### src/rtl/axis_capture_ptr_if.sv
// AXI4-Stream beat bundle (tdata/tvalid/tready) used by the capture block.
// master drives tdata/tvalid and samples tready; slave is the reverse.
interface axis_capture_ptr_if #(
    parameter int DATA_W = 512
);
    logic [DATA_W-1:0] tdata;
    logic              tvalid;
    logic              tready;

    modport master (
        output tdata,
        output tvalid,
        input  tready
    );

    modport slave (
        input  tdata,
        input  tvalid,
        output tready
    );
endinterface

### src/rtl/axis_capture_ptr.sv
// Pointer-driven AXIS -> BRAM capture: writes beats from start_ptr up to
// (excluding) stop_ptr, one-shot or as a ring; armed by a GPIO enable edge.
// Ports: aclk/areset; s_axis (slave stream); enable/cont/start_ptr/stop_ptr
// (GPIO control); mem_we/mem_addr/mem_wdata (memory write port);
// busy/done/beat_cnt (status).
module axis_capture_ptr #(
    parameter int DATA_W = 512,
    parameter int ADDR_W = 12,
    parameter int CNT_W  = 13
) (
    input  logic              aclk,
    input  logic              areset,
    axis_capture_ptr_if.slave s_axis,
    input  logic              enable,
    input  logic              cont,
    input  logic [ADDR_W-1:0] start_ptr,
    input  logic [ADDR_W-1:0] stop_ptr,
    output logic              mem_we,
    output logic [ADDR_W-1:0] mem_addr,
    output logic [DATA_W-1:0] mem_wdata,
    output logic              busy,
    output logic              done,
    output logic [CNT_W-1:0]  beat_cnt
);

    typedef enum logic [1:0] {
        ST_IDLE,
        ST_CAPTURE,
        ST_DONE
    } state_t;

    state_t              state_q, state_d;
    logic                en_q;
    logic [ADDR_W-1:0]   ptr_q, ptr_d;
    logic [ADDR_W-1:0]   start_q, start_d;
    logic [ADDR_W-1:0]   stop_q, stop_d;
    logic                cont_q, cont_d;
    logic                we_q, we_d;
    logic [ADDR_W-1:0]   addr_q, addr_d;
    logic [DATA_W-1:0]   wdata_q, wdata_d;
    logic [CNT_W-1:0]    cnt_q, cnt_d;
    logic                done_q, done_d;

    logic                rise;
    logic                accept;
    logic [ADDR_W-1:0]   ptr_inc;

    assign rise    = enable & ~en_q;
    assign accept  = s_axis.tvalid & (state_q == ST_CAPTURE);
    assign ptr_inc = ptr_q + ADDR_W'(1);

    assign s_axis.tready = (state_q == ST_CAPTURE);
    assign busy          = (state_q == ST_CAPTURE);
    assign mem_we        = we_q;
    assign mem_addr      = addr_q;
    assign mem_wdata     = wdata_q;
    assign done          = done_q;
    assign beat_cnt      = cnt_q;

    always_comb begin
        state_d = state_q;
        ptr_d   = ptr_q;
        start_d = start_q;
        stop_d  = stop_q;
        cont_d  = cont_q;
        we_d    = 1'b0;
        addr_d  = addr_q;
        wdata_d = wdata_q;
        cnt_d   = cnt_q;
        done_d  = done_q;

        unique case (state_q)
            ST_IDLE: begin
                if (rise) begin
                    start_d = start_ptr;
                    stop_d  = stop_ptr;
                    cont_d  = cont;
                    ptr_d   = start_ptr;
                    cnt_d   = '0;
                    done_d  = 1'b0;
                    // Equal pointers: empty one-shot, or a full ring when
                    // continuous (ptr+1 only meets stop after 2^ADDR_W beats).
                    if (start_ptr == stop_ptr && !cont) begin
                        state_d = ST_DONE;
                        done_d  = 1'b1;
                    end else begin
                        state_d = ST_CAPTURE;
                    end
                end
            end
            ST_CAPTURE: begin
                if (accept) begin
                    we_d    = 1'b1;
                    addr_d  = ptr_q;
                    wdata_d = s_axis.tdata;
                    if (cnt_q != '1) begin
                        cnt_d = cnt_q + CNT_W'(1);
                    end
                    if (ptr_inc == stop_q) begin
                        if (cont_q) begin
                            ptr_d = start_q;
                        end else begin
                            ptr_d = ptr_inc;
                            if (enable) begin
                                state_d = ST_DONE;
                                done_d  = 1'b1;
                            end
                        end
                    end else begin
                        ptr_d = ptr_inc;
                    end
                end
                // Abort wins over completion; the beat above is still written.
                if (!enable) begin
                    state_d = ST_IDLE;
                end
            end
            ST_DONE: begin
                if (!enable) begin
                    state_d = ST_IDLE;
                end
            end
            default: begin
                state_d = ST_IDLE;
            end
        endcase
    end

    always_ff @(posedge aclk or posedge areset) begin
        if (areset) begin
            state_q <= ST_IDLE;
            en_q    <= 1'b0;
            ptr_q   <= '0;
            start_q <= '0;
            stop_q  <= '0;
            cont_q  <= 1'b0;
            we_q    <= 1'b0;
            addr_q  <= '0;
            wdata_q <= '0;
            cnt_q   <= '0;
            done_q  <= 1'b0;
        end else begin
            state_q <= state_d;
            en_q    <= enable;
            ptr_q   <= ptr_d;
            start_q <= start_d;
            stop_q  <= stop_d;
            cont_q  <= cont_d;
            we_q    <= we_d;
            addr_q  <= addr_d;
            wdata_q <= wdata_d;
            cnt_q   <= cnt_d;
            done_q  <= done_d;
        end
    end

endmodule

### src/flat_wrapper.sv
// flat-port wrapper written by rule: the top's interface ports become plain ports
module axis_capture_ptr_flat 
#(
    parameter int DATA_W = 512,
    parameter int ADDR_W = 12,
    parameter int CNT_W  = 13
)
  (aclk, areset, enable, cont, start_ptr, stop_ptr, mem_we, mem_addr, mem_wdata, busy, done, beat_cnt, s_axis_tdata, s_axis_tvalid, s_axis_tready);
  axis_capture_ptr_if #(.DATA_W(DATA_W)) s_axis_i ();
  input  logic aclk;
  input  logic areset;
  input  logic enable;
  input  logic cont;
  input  logic [ADDR_W-1:0] start_ptr;
  input  logic [ADDR_W-1:0] stop_ptr;
  output logic mem_we;
  output logic [ADDR_W-1:0] mem_addr;
  output logic [DATA_W-1:0] mem_wdata;
  output logic busy;
  output logic done;
  output logic [CNT_W-1:0] beat_cnt;
  input wire logic [$bits(s_axis_i.tdata)-1:0] s_axis_tdata;
  input wire logic [$bits(s_axis_i.tvalid)-1:0] s_axis_tvalid;
  output wire logic [$bits(s_axis_i.tready)-1:0] s_axis_tready;
  assign s_axis_i.tdata = s_axis_tdata;
  assign s_axis_i.tvalid = s_axis_tvalid;
  assign s_axis_tready = s_axis_i.tready;
  axis_capture_ptr #(.DATA_W(DATA_W), .ADDR_W(ADDR_W), .CNT_W(CNT_W)) u_core (.aclk(aclk), .areset(areset), .s_axis(s_axis_i), .enable(enable), .cont(cont), .start_ptr(start_ptr), .stop_ptr(stop_ptr), .mem_we(mem_we), .mem_addr(mem_addr), .mem_wdata(mem_wdata), .busy(busy), .done(done), .beat_cnt(beat_cnt));
endmodule
### config.mk
export PLATFORM = sky130hd
export DESIGN_NAME = axis_capture_ptr_flat
export DESIGN_NICKNAME = d
export VERILOG_FILES = /design/src/rtl/axis_capture_ptr_if.sv /design/src/rtl/axis_capture_ptr.sv /design/src/flat_wrapper.sv
export SDC_FILE = /design/constraint.sdc
export NUM_CORES = 1
export LEC_CHECK = 0
export CAP_MARGIN = 20
export CORE_AREA = 2 2 416 418
export CTS_BUF_LIST = sky130_fd_sc_hd__clkbuf_4
export DETAILED_ROUTE_END_ITERATION = 7
export DIE_AREA = 0 0 418 420
export GPL_TIMING_DRIVEN = 0
export SYNTH_ARGS = -nofsm -noshare
export SYNTH_HDL_FRONTEND = slang
export SYNTH_SLANG_ARGS = --single-unit
### constraint.sdc
create_clock -name aclk -period 31.2 [get_ports aclk]
set_input_delay 6.24 -clock aclk [delete_from_list [all_inputs] [get_ports aclk]]
set_output_delay 6.24 -clock aclk [all_outputs]
set_load 0.1 [all_outputs]
Word-level counts from Yosys, hierarchy flattened:

Cells that the tools add are included.

* flip-flop bits (word level): 579
* input bits: 541
* output and inout port bits: 541
* logic and storage cells: 67

* add/subtract/negate cells: 2
* eq/ne operators: 15
* muxes and demuxes: 26
* bitwise gates (word level): 3
* reductions and logical operators: 10

Operators by type and width (number)
* two-way mux 12 bit: 4
* two-way mux 13 bit: 3
* one-hot mux 13 bit (2 select lines): 1
* == test 12 bit: 2
* one-hot mux 12 bit (2 select lines): 1
* two-way mux 2 bit: 7
* adder 13 x 1 -> 13 bit, second input constant: 1
* inequality test 13 bit, second input constant: 1
* adder 12 x 1 -> 12 bit, second input constant: 1
* two-way mux 1 bit: 8
* inequality test 2 x 1 -> 1 bit, second input constant: 4
* inequality test 2 bit, second input constant: 3
* inequality test 3 x 2 -> 1 bit, second input constant: 2
* one-hot mux 2 bit (3 select lines): 1
* AND reduction 6 bit: 1
* AND reduction 5 bit: 1
* AND reduction 2 bit: 2
* AND reduction 4 bit: 1
* inequality test 3 bit, second input constant: 1
* AND reduction 3 bit: 1
* AND 1 bit: 2
* == test 2 x 1 -> 1 bit, second input constant: 1
* == test 2 bit, second input constant: 1
* zero test 2 bit: 1
* other kinds (5): 5

Longest topological paths before layout:

Gate-level depths: netlist of run 1.

* word-level depth: 6
* mapped depth: 10

Worst setup path before layout of run 1:

No wires, ideal clock.

* path kind: reg2out
* start point: reg u_core.state_q[0]
* end point: out s_axis_tready
* data arrival time: 2.445 ns
* required time: 24.960 ns
* setup slack: 22.515 ns
* cell stages (with the launch flop): 3
* path buffers: 1
* cell sequence: dfrtp_1 nor2b_1 buf_4

* word-level cells in the longest chain between the ends: 1

RTL lines
* start, declared: line axis_capture_ptr.sv:32 `state_t state_q, state_d;`
* start signal, assigned: line axis_capture_ptr.sv:143 `state_q <= state_d;`
* == test 2 x 1 -> 1 bit
* end, declared: line flat_wrapper.sv:24 `output wire logic [$bits(s_axis_i.tready)-1:0] s_axis_tready;`

No other way between the ends.

Worst setup path in the final report of run 1:

* start point: reg u_core.state_q[0]
* end point: out s_axis_tready

* word-level cells in the longest chain between the ends: 1

RTL lines
* == test 2 x 1 -> 1 bit: line axis_capture_ptr.sv:52 `assign s_axis.tready = (state_q == ST_CAPTURE);`

No other way between the ends.

==> impl_results.md, run 1 <==
- Status: complete, no violations
- R2r endpoint: u_core.mem_wdata[452]
- Period Utilization, post-route: about a third
- Via/cell ratio: approximately 3.7
- Rel. slew slack: 18.0%
- Initial Util: between 10% and 20%
- Resized Gates After CTS: 0
- Required time worst endpoint: approximately 25 ns
- Clk slew on worst S/H paths: around 0.060 ns
- Synth Flop Type: dfrtp_1
- Share of layout cells above drive strength 1: under 10%
- Cell Area, Synth: ~23000 µm²
- Sequential share of the synthesized area: 64.0%
- Worst path max stage delay: between 1 and 1.5 ns
- Post-synth EDFFs: 0
- Slew @ Worst Pin: about 1.2 ns
- CTS Root Buffer Type: clkbuf_4
- R2R Path Start: u_core.state_q[0]
- Area Growth Syn to Fin: 72.9%
- Post-synthesis cell count: between 2000 and 3000
- Yosys cell types: 58
- Max Freq: a little over 0.1 GHz
- I/O pins: between 1000 and 1500
- Largest net degree at the start of global routing: approximately 120
- Setup crit end kind: output port
- Worst-Skew Late Latency: 1.11 ns
- Slowest CP cell: clkdlybuf4s50_1
- Yosys top cell area share: between 60% and 70%
- Clock Path Buffers: 3
- Tmin final: 9.82 ns
- Total wire length: roughly 120000 µm
- Synth area leaders: dfrtp_1, nand2_1, clkbuf_1
- Area leader, netlist: dfrtp_1
- Commonest non-fill, non-tap cell in the layout: nand2_1
- Initial antenna violation count: 14
- Synthesized Nets: between 3000 and 4000
- Worst hold path class: reg2reg
- Synthesized area per cell: between 8 and 9 µm²
- Yosys warning count: 0
- Via Count: approximately 23000
- Crit Path Max Fanout: 7
- RSZ-0062 raised after global routing: no
- CP cell instances: nor2b_1, buf_4, clkdlybuf4s50_1
- Global-route wire length before repair: ~170000 µm
- Asr flop ratio synth: between 90% and 100%
- FF-to-FF setup slack: approximately 27 ns
- Post-CTS Setup Bufs: 0
- Seq. cell area: around 14000 µm²
- Core ar.: about 170000 µm²
- Setup TNS: 0 ns
- H-tree Lvls: 4
- Hold Fails Final Rpt: 0
- WS Path Type: reg2out
- Area of the multi-input gates: roughly 7600 µm²
- Routed Antenna Nets: 0
- WP buf/inv: 2
- Critical Path Start Type: register
- Clock sink count: between 500 and 600
- Detailed Place HPWL: just under 100000 µm
- Post-route DRC: 0
- CTS tree: done
- Crit path max-delay family: buffers and inverters
- WL per Instance: 19.8 µm
- Die width: ~420 µm
- Die area: 176000 µm²
- Vias in the first global route: roughly 23000
- Port bufs: between 1000 and 1500
- End of the worst hold path: u_core.mem_wdata[1]
- WHS Path Cells: 2
- Placer Congestion: just over 0.9
- Die height: 420 µm
- Most frequent cells in the layout: nand2_1, clkdlybuf4s50_1, dfrtp_1, clkbuf_4, clkbuf_1
- 1st-pass router iterations: 5
- 1st-iter DRT viols: 1683
- Grt total ovfl: 0
- Total CTS buffers: 170
- Final number of setup-violating endpoints: 0
- CP Data Arrival Time: between 3 and 4 ns
- Row Count: between 150 and 200
- Clock Skew: roughly 0.05 ns
- Max-cap viol count: 0
- Tot GR Track Use: 13.5%
- Fillcell total: between 15000 and 20000
- Hold_sp: u_core.mem_wdata[1]
- R2R depth: 7
- Fin. max-slew vios: 0
- Flops & latches, synth: 579
- Final nets: 4390
- Hold buffers post-CTS: 0
==> registers in the layout (all words and copies together), names as in the netlist <==
register          flops
u_core.beat_cnt      13
u_core.cont_q         1
u_core.done           1
u_core.en_q           1
u_core.mem_addr      12
u_core.mem_wdata    512
u_core.mem_we         1
u_core.ptr_q         12
u_core.start_q       12
u_core.state_q        2
u_core.stop_q        12
==> per-stage QoR <==
step                instances  area [µm²]  worst slack [ns]  hold WS (ns)  utilization (%)
floorplan                2561       22600              8.76         0.446                -
global placement         5875       36200             0.382         0.458             21.2
detailed placement       5907       37000             21.70         0.461             21.6
CTS                      6199       39100             21.17         0.474             22.9
global route             6210       39100             21.05         0.493             22.9
finish                   6216       39100             21.38         0.470             22.9
==> Yosys cell counts, types with 2 or more instances <==
library cell	instances
nand3_2	2
o211ai_2	2
nor3_1	4
xnor2_1	27
nor4_1	4
and3_1	5
nand2_1	1657
a31oi_1	2
nand2b_1	4
nand4_1	8
buf_4	2
ha_1	2
o211ai_1	9
nor2_1	16
a21o_1	2
dfrtp_1	579
clkbuf_1	123
and4_1	3
mux2_2	2
a211oi_1	2
or2_2	2
nand3_1	10
xor2_1	11
o22ai_1	2
buf_6	2
o21ai_0	11
nor3b_1	3
inv_1	12
a21oi_1	7
mux2i_1	12
nor2b_1	4
buf_2	4
==> layer usage <==
metal / wire length (µm) / global-route usage (%) / up-vias
li1: - / - / 10500
met5: 47 / 0 / -
met1: 48700 / 16.2 / 11300
met3: 10700 / 4.89 / 213
met4: 3490 / 4.50 / 8
met2: 60400 / 22.2 / 1012
==> final cells by class <==
class	instances	area share, %
diodes	16	0.102
plain buffers	133	1.36
clock buffers	252	4.83
clock inverters	40	0.566
inverters	13	0.144
multi-input cells	1836	19.4
flip-flops and latches	579	37.0
well taps	2233	7.14
repair buffers	1114	29.5
==> cells by family after synthesis <==
group	share of synthesized area, %
compound gates	1.56
xor+xnor	1.57
fa+ha+maj	0.111
buf+inv	2.55
flops	64.0
mux	0.630
simple gates	29.6
==> how the worst max path moves through the flow <==
stage	start	endpoint	slack [ns]	cells after the start
finish	u_core.state_q[0]	s_axis_tready	21.38	3
global route	u_core.state_q[0]	s_axis_tready	21.05	3
CTS	u_core.state_q[0]	s_axis_tready	21.17	3
detailed placement	s_axis_tvalid	u_core.mem_wdata[205]	21.70	8
global placement	areset	u_core.mem_wdata[72]	0.38	2
floorplan	areset	u_core.beat_cnt[0]	8.76	1
==> worst reg2reg max path: cells and delay by family, from the launching register on <==
family                 cells  cell delay [ns]
buffers and inverters      3             1.81
flip-flops                 1             0.44
AND/OR/NAND/NOR            4             1.47
Power of run 1 is left out: the tool's default activity adds up to more than one toggle a clock period on the data nets, which glitch-free logic cannot reach.
==> inputs of run 2 (changes only) <==
CORE_AREA = 2 2 423 425   (was 2 2 416 418)
DIE_AREA = 0 0 425 427   (was 0 0 418 420)
clock period = 10.3 ns   (was 31.2 ns; I/O delays follow)
==> run 2 against run 1 <==
Non-clock buffer count up 26. Critical endpoint unchanged. Register-to-register slack worse by 21 ns. First-iteration DRC count down 3.7%. Die area up 3.4%. Flip-flop and latch count unchanged. Global-route usage up 1.1 points. Core utilization down 0.40 points. Sequential share of layout area down 0.68 points. Hold slack about the same.
==> impl_results.md, run 2 (same netlist as run 1, synthesis figures left out) <==
- Die width: ~430 µm
- Post-route DRC: 0
- Crit path from: u_core.state_q[0]
- Stages on the worst setup path: 3
- Fillcell total: ~19000
- Worst hold path class: reg2reg
- CP cell instances: nor2b_1, buf_4, clkdlybuf4s50_1
- Detailed Place HPWL: 113000 µm
- WL per Instance: 21.5 µm
- Period Utilization, post-route: between 50% and 60%
- Area of the multi-input gates: between 7000 and 8000 µm²
- Commonest non-fill, non-tap cell in the layout: nand2_1
- WS Path Type: reg2out
- Worst path max stage delay: 1.13 ns
- Setup WS post-layout: roughly 4.7 ns
- Share of layout cells above drive strength 1: 8.69%
- RSZ-0062 raised after global routing: no
- Number of flip-flops in the largest register: 512
- Post-CTS Setup Bufs: 0
- Die height: roughly 430 µm
- Status: complete, no violations
- Initial Util: between 10% and 20%
- Most frequent cells in the layout: nand2_1, clkdlybuf4s50_1, dfrtp_1, clkbuf_4, clkbuf_1
- Via/cell ratio: around 3.6
- FF-to-FF setup slack: 6.70 ns
- R2r endpoint: u_core.mem_wdata[359]
- Required time worst endpoint: 8.24 ns
- Placer Congestion: between 0.9 and 1
- Clock Path Buffers: 3
- Crit Path Max Fanout: 7
- Placed inst area: roughly 38000 µm²
- Critical Path Start Type: register
- Finished layout cell area: 39900 µm²
- R2R depth: 7
- Grt total ovfl: 0
- Pre-CTS WS: 4.90 ns
- Final number of setup-violating endpoints: 0
- Resized Gates After CTS: 0
- Total wire length: around 140000 µm
- 1st-pass router iterations: 5
- Slew @ Worst Pin: between 1 and 1.5 ns
- Rel. slew slack: between 10% and 20%
- Clock sink count: 579
- Clk slew on worst S/H paths: around 0.060 ns
- Tmin final: 5.61 ns
- Vias in the first global route: ~23000
- Port bufs: 1081
- Worst-Skew Late Latency: between 1 and 1.5 ns
- Die area: ~180000 µm²
- Fin. max-slew vios: 0
- CP Data Arrival Time: about 3.6 ns
- Core ar.: between 150000 and 200000 µm²
- Slowest CP cell: clkdlybuf4s50_1
- Hold Fails Final Rpt: 0
- 1st-iter DRT viols: ~1600
- Total CTS buffers: ~180
- Global-route wire length before repair: around 180000 µm
- CTS Root Buffer Type: clkbuf_4
- Largest net degree at the start of global routing: 43
- Setup crit end kind: output port
- WP buf/inv: 2
- Max Freq: between 0.15 and 0.2 GHz
- CTS tree: done
- H-tree Lvls: 4
- Routed Antenna Nets: 0
- Final nets: ~4400
- Clock Skew: about 0.076 ns
- Seq. cell area: 14500 µm²
- I/O pins: ~1100
- Max-cap viol count: 0
- Row Count: around 160
- Crit path max-delay family: buffers and inverters
- Tot GR Track Use: approximately 15%
- Hold buffers post-CTS: 0
- R2R Path Start: u_core.state_q[0]
- Crit path capture: s_axis_tready
- Area Growth Syn to Fin: 76.1%
- Initial antenna violation count: 24
- Via Count: roughly 23000
==> run 2: cell count changes in the layout (fill, tap and decap cells not counted), moves of 8 or more <==
cell / before / now
clkinv_1: 19 / 33
clkbuf_4: 252 / 239
buf_16: 16 / 24
buf_12: 12 / 25
==> run 2: how the worst min path moves through the flow <==
stage / from / to / slack [ns] / cells past startpoint
after floorplan: u_core.start_q[10] / u_core.start_q[10] / 0.45 / 2
after global placement: u_core.start_q[3] / u_core.start_q[3] / 0.46 / 2
after detailed placement: u_core.mem_wdata[310] / u_core.mem_wdata[310] / 0.46 / 2
after CTS: u_core.mem_wdata[366] / u_core.mem_wdata[366] / 0.48 / 2
after global routing: u_core.mem_wdata[306] / u_core.mem_wdata[306] / 0.49 / 2
final: u_core.mem_wdata[187] / u_core.mem_wdata[187] / 0.47 / 2
==> run 2: through the flow <==
stage	hold WS [ns]	instances	util [%]	setup TNS (ns)
5_1_grt	0.486	6364	22.5	0
3_3_place_gp	0.457	5997	20.5	-2436.24
4_1_cts	0.475	6347	22.4	0
2_1_floorplan	0.446	2561	-	0
3_5_place_dp	0.461	6054	21.3	0
6_report	0.470	6370	22.5	0
==> run 2: worst register-to-register path: cells and delay by family (launching register included) <==
| family | cells | cell delay (ns) |
|---|---|---|
| buf+inv | 3 | 1.73 |
| flops | 1 | 0.43 |
| simple gates | 4 | 1.41 |
==> run 2: final cells by class <==
type,instances,area share [%]
multi-input combinational,1836,19.0
inverter,13,0.132
clock inverter,54,0.797
sequential,579,36.3
tap,2355,7.39
buffer,133,1.33
timing repair buffer,1140,30.4
antenna,21,0.132
clock buffer,239,4.50
==> run 2: routing by layer <==
| metal | vias up | wire [µm] | share of wire, % | global-route usage [%] |
|---|---|---|---|---|
| met5 | - | 190 | 0.14 | 0.661 |
| met4 | 6 | 4290 | 3.1 | 5.29 |
| met3 | 233 | 11100 | 8.1 | 5.13 |
| met2 | 1032 | 65700 | 48 | 23.6 |
| met1 | 11400 | 55700 | 41 | 17.7 |
| li1 | 10600 | - | - | - |
Power of run 2 is left out for the same reason.
==> inputs of run 3 (changes only) <==
CORE_AREA = 2 2 419 421   (was 2 2 423 425)
DIE_AREA = 0 0 421 423   (was 0 0 425 427)
clock period = 4.6 ns   (was 10.3 ns; I/O delays follow)
==> run 3 against run 2 <==
Cell area down 1.3%. Register-to-register slack worse by 5.8 ns. Die area down 1.9%. Via count down 1.2%. Global-route usage down 0.59 points. Count of clock-buffer cells in the layout up 4. Critical endpoint is now busy. Highest routed layer unchanged.
==> impl_results.md, run 3 (same netlist as run 1, synthesis figures left out) <==
- Final number of setup-violating endpoints: 0
- Total CTS buffers: 175
- Core ar.: between 150000 and 200000 µm²
- Row Count: 153
- Clk slew on worst S/H paths: approximately 0.07 ns
- Worst path max stage delay: around 1.3 ns
- Share of layout cells above drive strength 1: under 10%
- Routed Antenna Nets: 0
- RSZ-0062 raised after global routing: no
- Worst-Skew Late Latency: roughly 1.2 ns
- Required time worst endpoint: ~3.7 ns
- Largest net degree at the start of global routing: 42
- Seq. cell area: about 14000 µm²
- Status: complete, no violations
- Tot GR Track Use: approximately 14%
- R2r endpoint: u_core.mem_wdata[462]
- Port bufs: 1081
- Clock sink count: roughly 580
- Rel. slew slack: between 10% and 20%
- Placer Congestion: between 0.9 and 1
- 1st-iter DRT viols: 1872
- Area of the multi-input gates: approximately 7600 µm²
- Initial antenna violation count: 21
- Critical Path Start Type: register
- End of the worst hold path: u_core.mem_wdata[456]
- Grt total ovfl: 0
- WHS Path Cells: 3
- Area Growth Syn to Fin: 73.9%
- Total wire length: approximately 130000 µm
- Final nets: about 4400
- Number of flip-flops in the largest register: 512
- Crit Path Max Fanout: 7
- Clock Path Buffers: 3
- Via/cell ratio: about 3.6
- Hold_sp: s_axis_tdata[456]
- Worst hold path class: in2reg
- R2R Path Start: u_core.state_q[0]
- Die area: 178000 µm²
- WS Path Type: reg2out
- CP cell instances: nor2b_1, clkdlybuf4s50_1
- Die height: 423 µm
- Max Freq: between 0.2 and 0.25 GHz
- Setup crit end kind: output port
- 1st-pass router iterations: 5
- Clock Skew: slightly below 0.09 ns
- Slew @ Worst Pin: 1.20 ns
- Crit path max-delay family: buffers and inverters
- R2R depth: 7
- I/O pins: 1082
- FF-to-FF setup slack: about 0.9 ns
- CTS tree: done
- Worst hold slack: 0.271 ns
- Most frequent cells in the layout: nand2_1, clkdlybuf4s50_1, dfrtp_1, clkbuf_4, clkbuf_1
- Post-route DRC: 0
- Max-cap viol count: 0
- Commonest non-fill, non-tap cell in the layout: nand2_1
- WL per Instance: about 20 µm
- H-tree Lvls: 4
- Die width: between 400 and 500 µm
- Vias in the first global route: approximately 23000
- Detailed Place HPWL: roughly 100000 µm
- Period Utilization, post-route: ~94%
- Slowest CP cell: clkdlybuf4s50_1
- Global-route wire length before repair: ~180000 µm
- Hold Fails Final Rpt: 0
- WP buf/inv: 1
- Fillcell total: between 15000 and 20000
- Initial Util: 13.1%
- Tmin final: around 4.3 ns
- Via Count: between 20000 and 25000
- CP Data Arrival Time: 3.38 ns
- CTS Root Buffer Type: clkbuf_4
- Fin. max-slew vios: 0
[run 3: per-layer routing]
layer / wire (µm) / vias up / global-route usage [%]
li1: - / 10500 / -
met1: 53200 / 11300 / 17.7
met2: 62500 / 969 / 23.3
met3: 9640 / 186 / 3.80
met4: 2810 / 2 / 3.75
met5: 12 / - / 0
[run 3: how the worst max path moves through the flow]
stage | slack (ns) | from | end | cells past startpoint
after global placement | -9.00 | areset | u_core.stop_q[5] | 2
after global routing | 0.004 | u_core.state_q[0] | busy | 2
after detailed placement | 0.42 | s_axis_tvalid | u_core.mem_wdata[64] | 8
after CTS | 0.07 | u_core.state_q[0] | busy | 2
after floorplan | -4.21 | areset | u_core.beat_cnt[0] | 1
final | 0.30 | u_core.state_q[0] | busy | 2
[run 3: tightest hold or removal path, delay by kind of cell]
family,cells,cell delay (ns)
buf+inv,1,0.39
simple gates,2,0.10
[run 3: cell type report]
cell class	count	share of cell area [%]
antenna	17	0.108
buffer	133	1.35
clock buffer	243	4.63
clock inverter	47	0.718
inverter	13	0.133
multi-input combinational	1836	19.2
sequential	579	36.8
tap	2325	7.39
timing repair buffer	1123	29.6
[run 3: what timing repair did]
action                     4_1_cts  5_1_grt
setup endpoints to repair        1        0
resized for setup                1        0
buffers inserted                 0        0
hold endpoints to repair        14        0
hold buffers                     1        0
[run 3: through the flow]
stage	utilization [%]	TNS, ns	std cells	worst slack (ns)	instance area [µm²]
final	22.7	0	6316	0.298	39400
after global routing	22.7	0	6313	0.00378	39400
after detailed placement	21.5	0	6008	0.417	37200
after floorplan	-	-2437.29	2561	-4.21	22600
after global placement	21.0	-5167.56	5967	-9.00	36400
after CTS	22.7	0	6299	0.0676	39300
Power of run 3 is left out for the same reason.
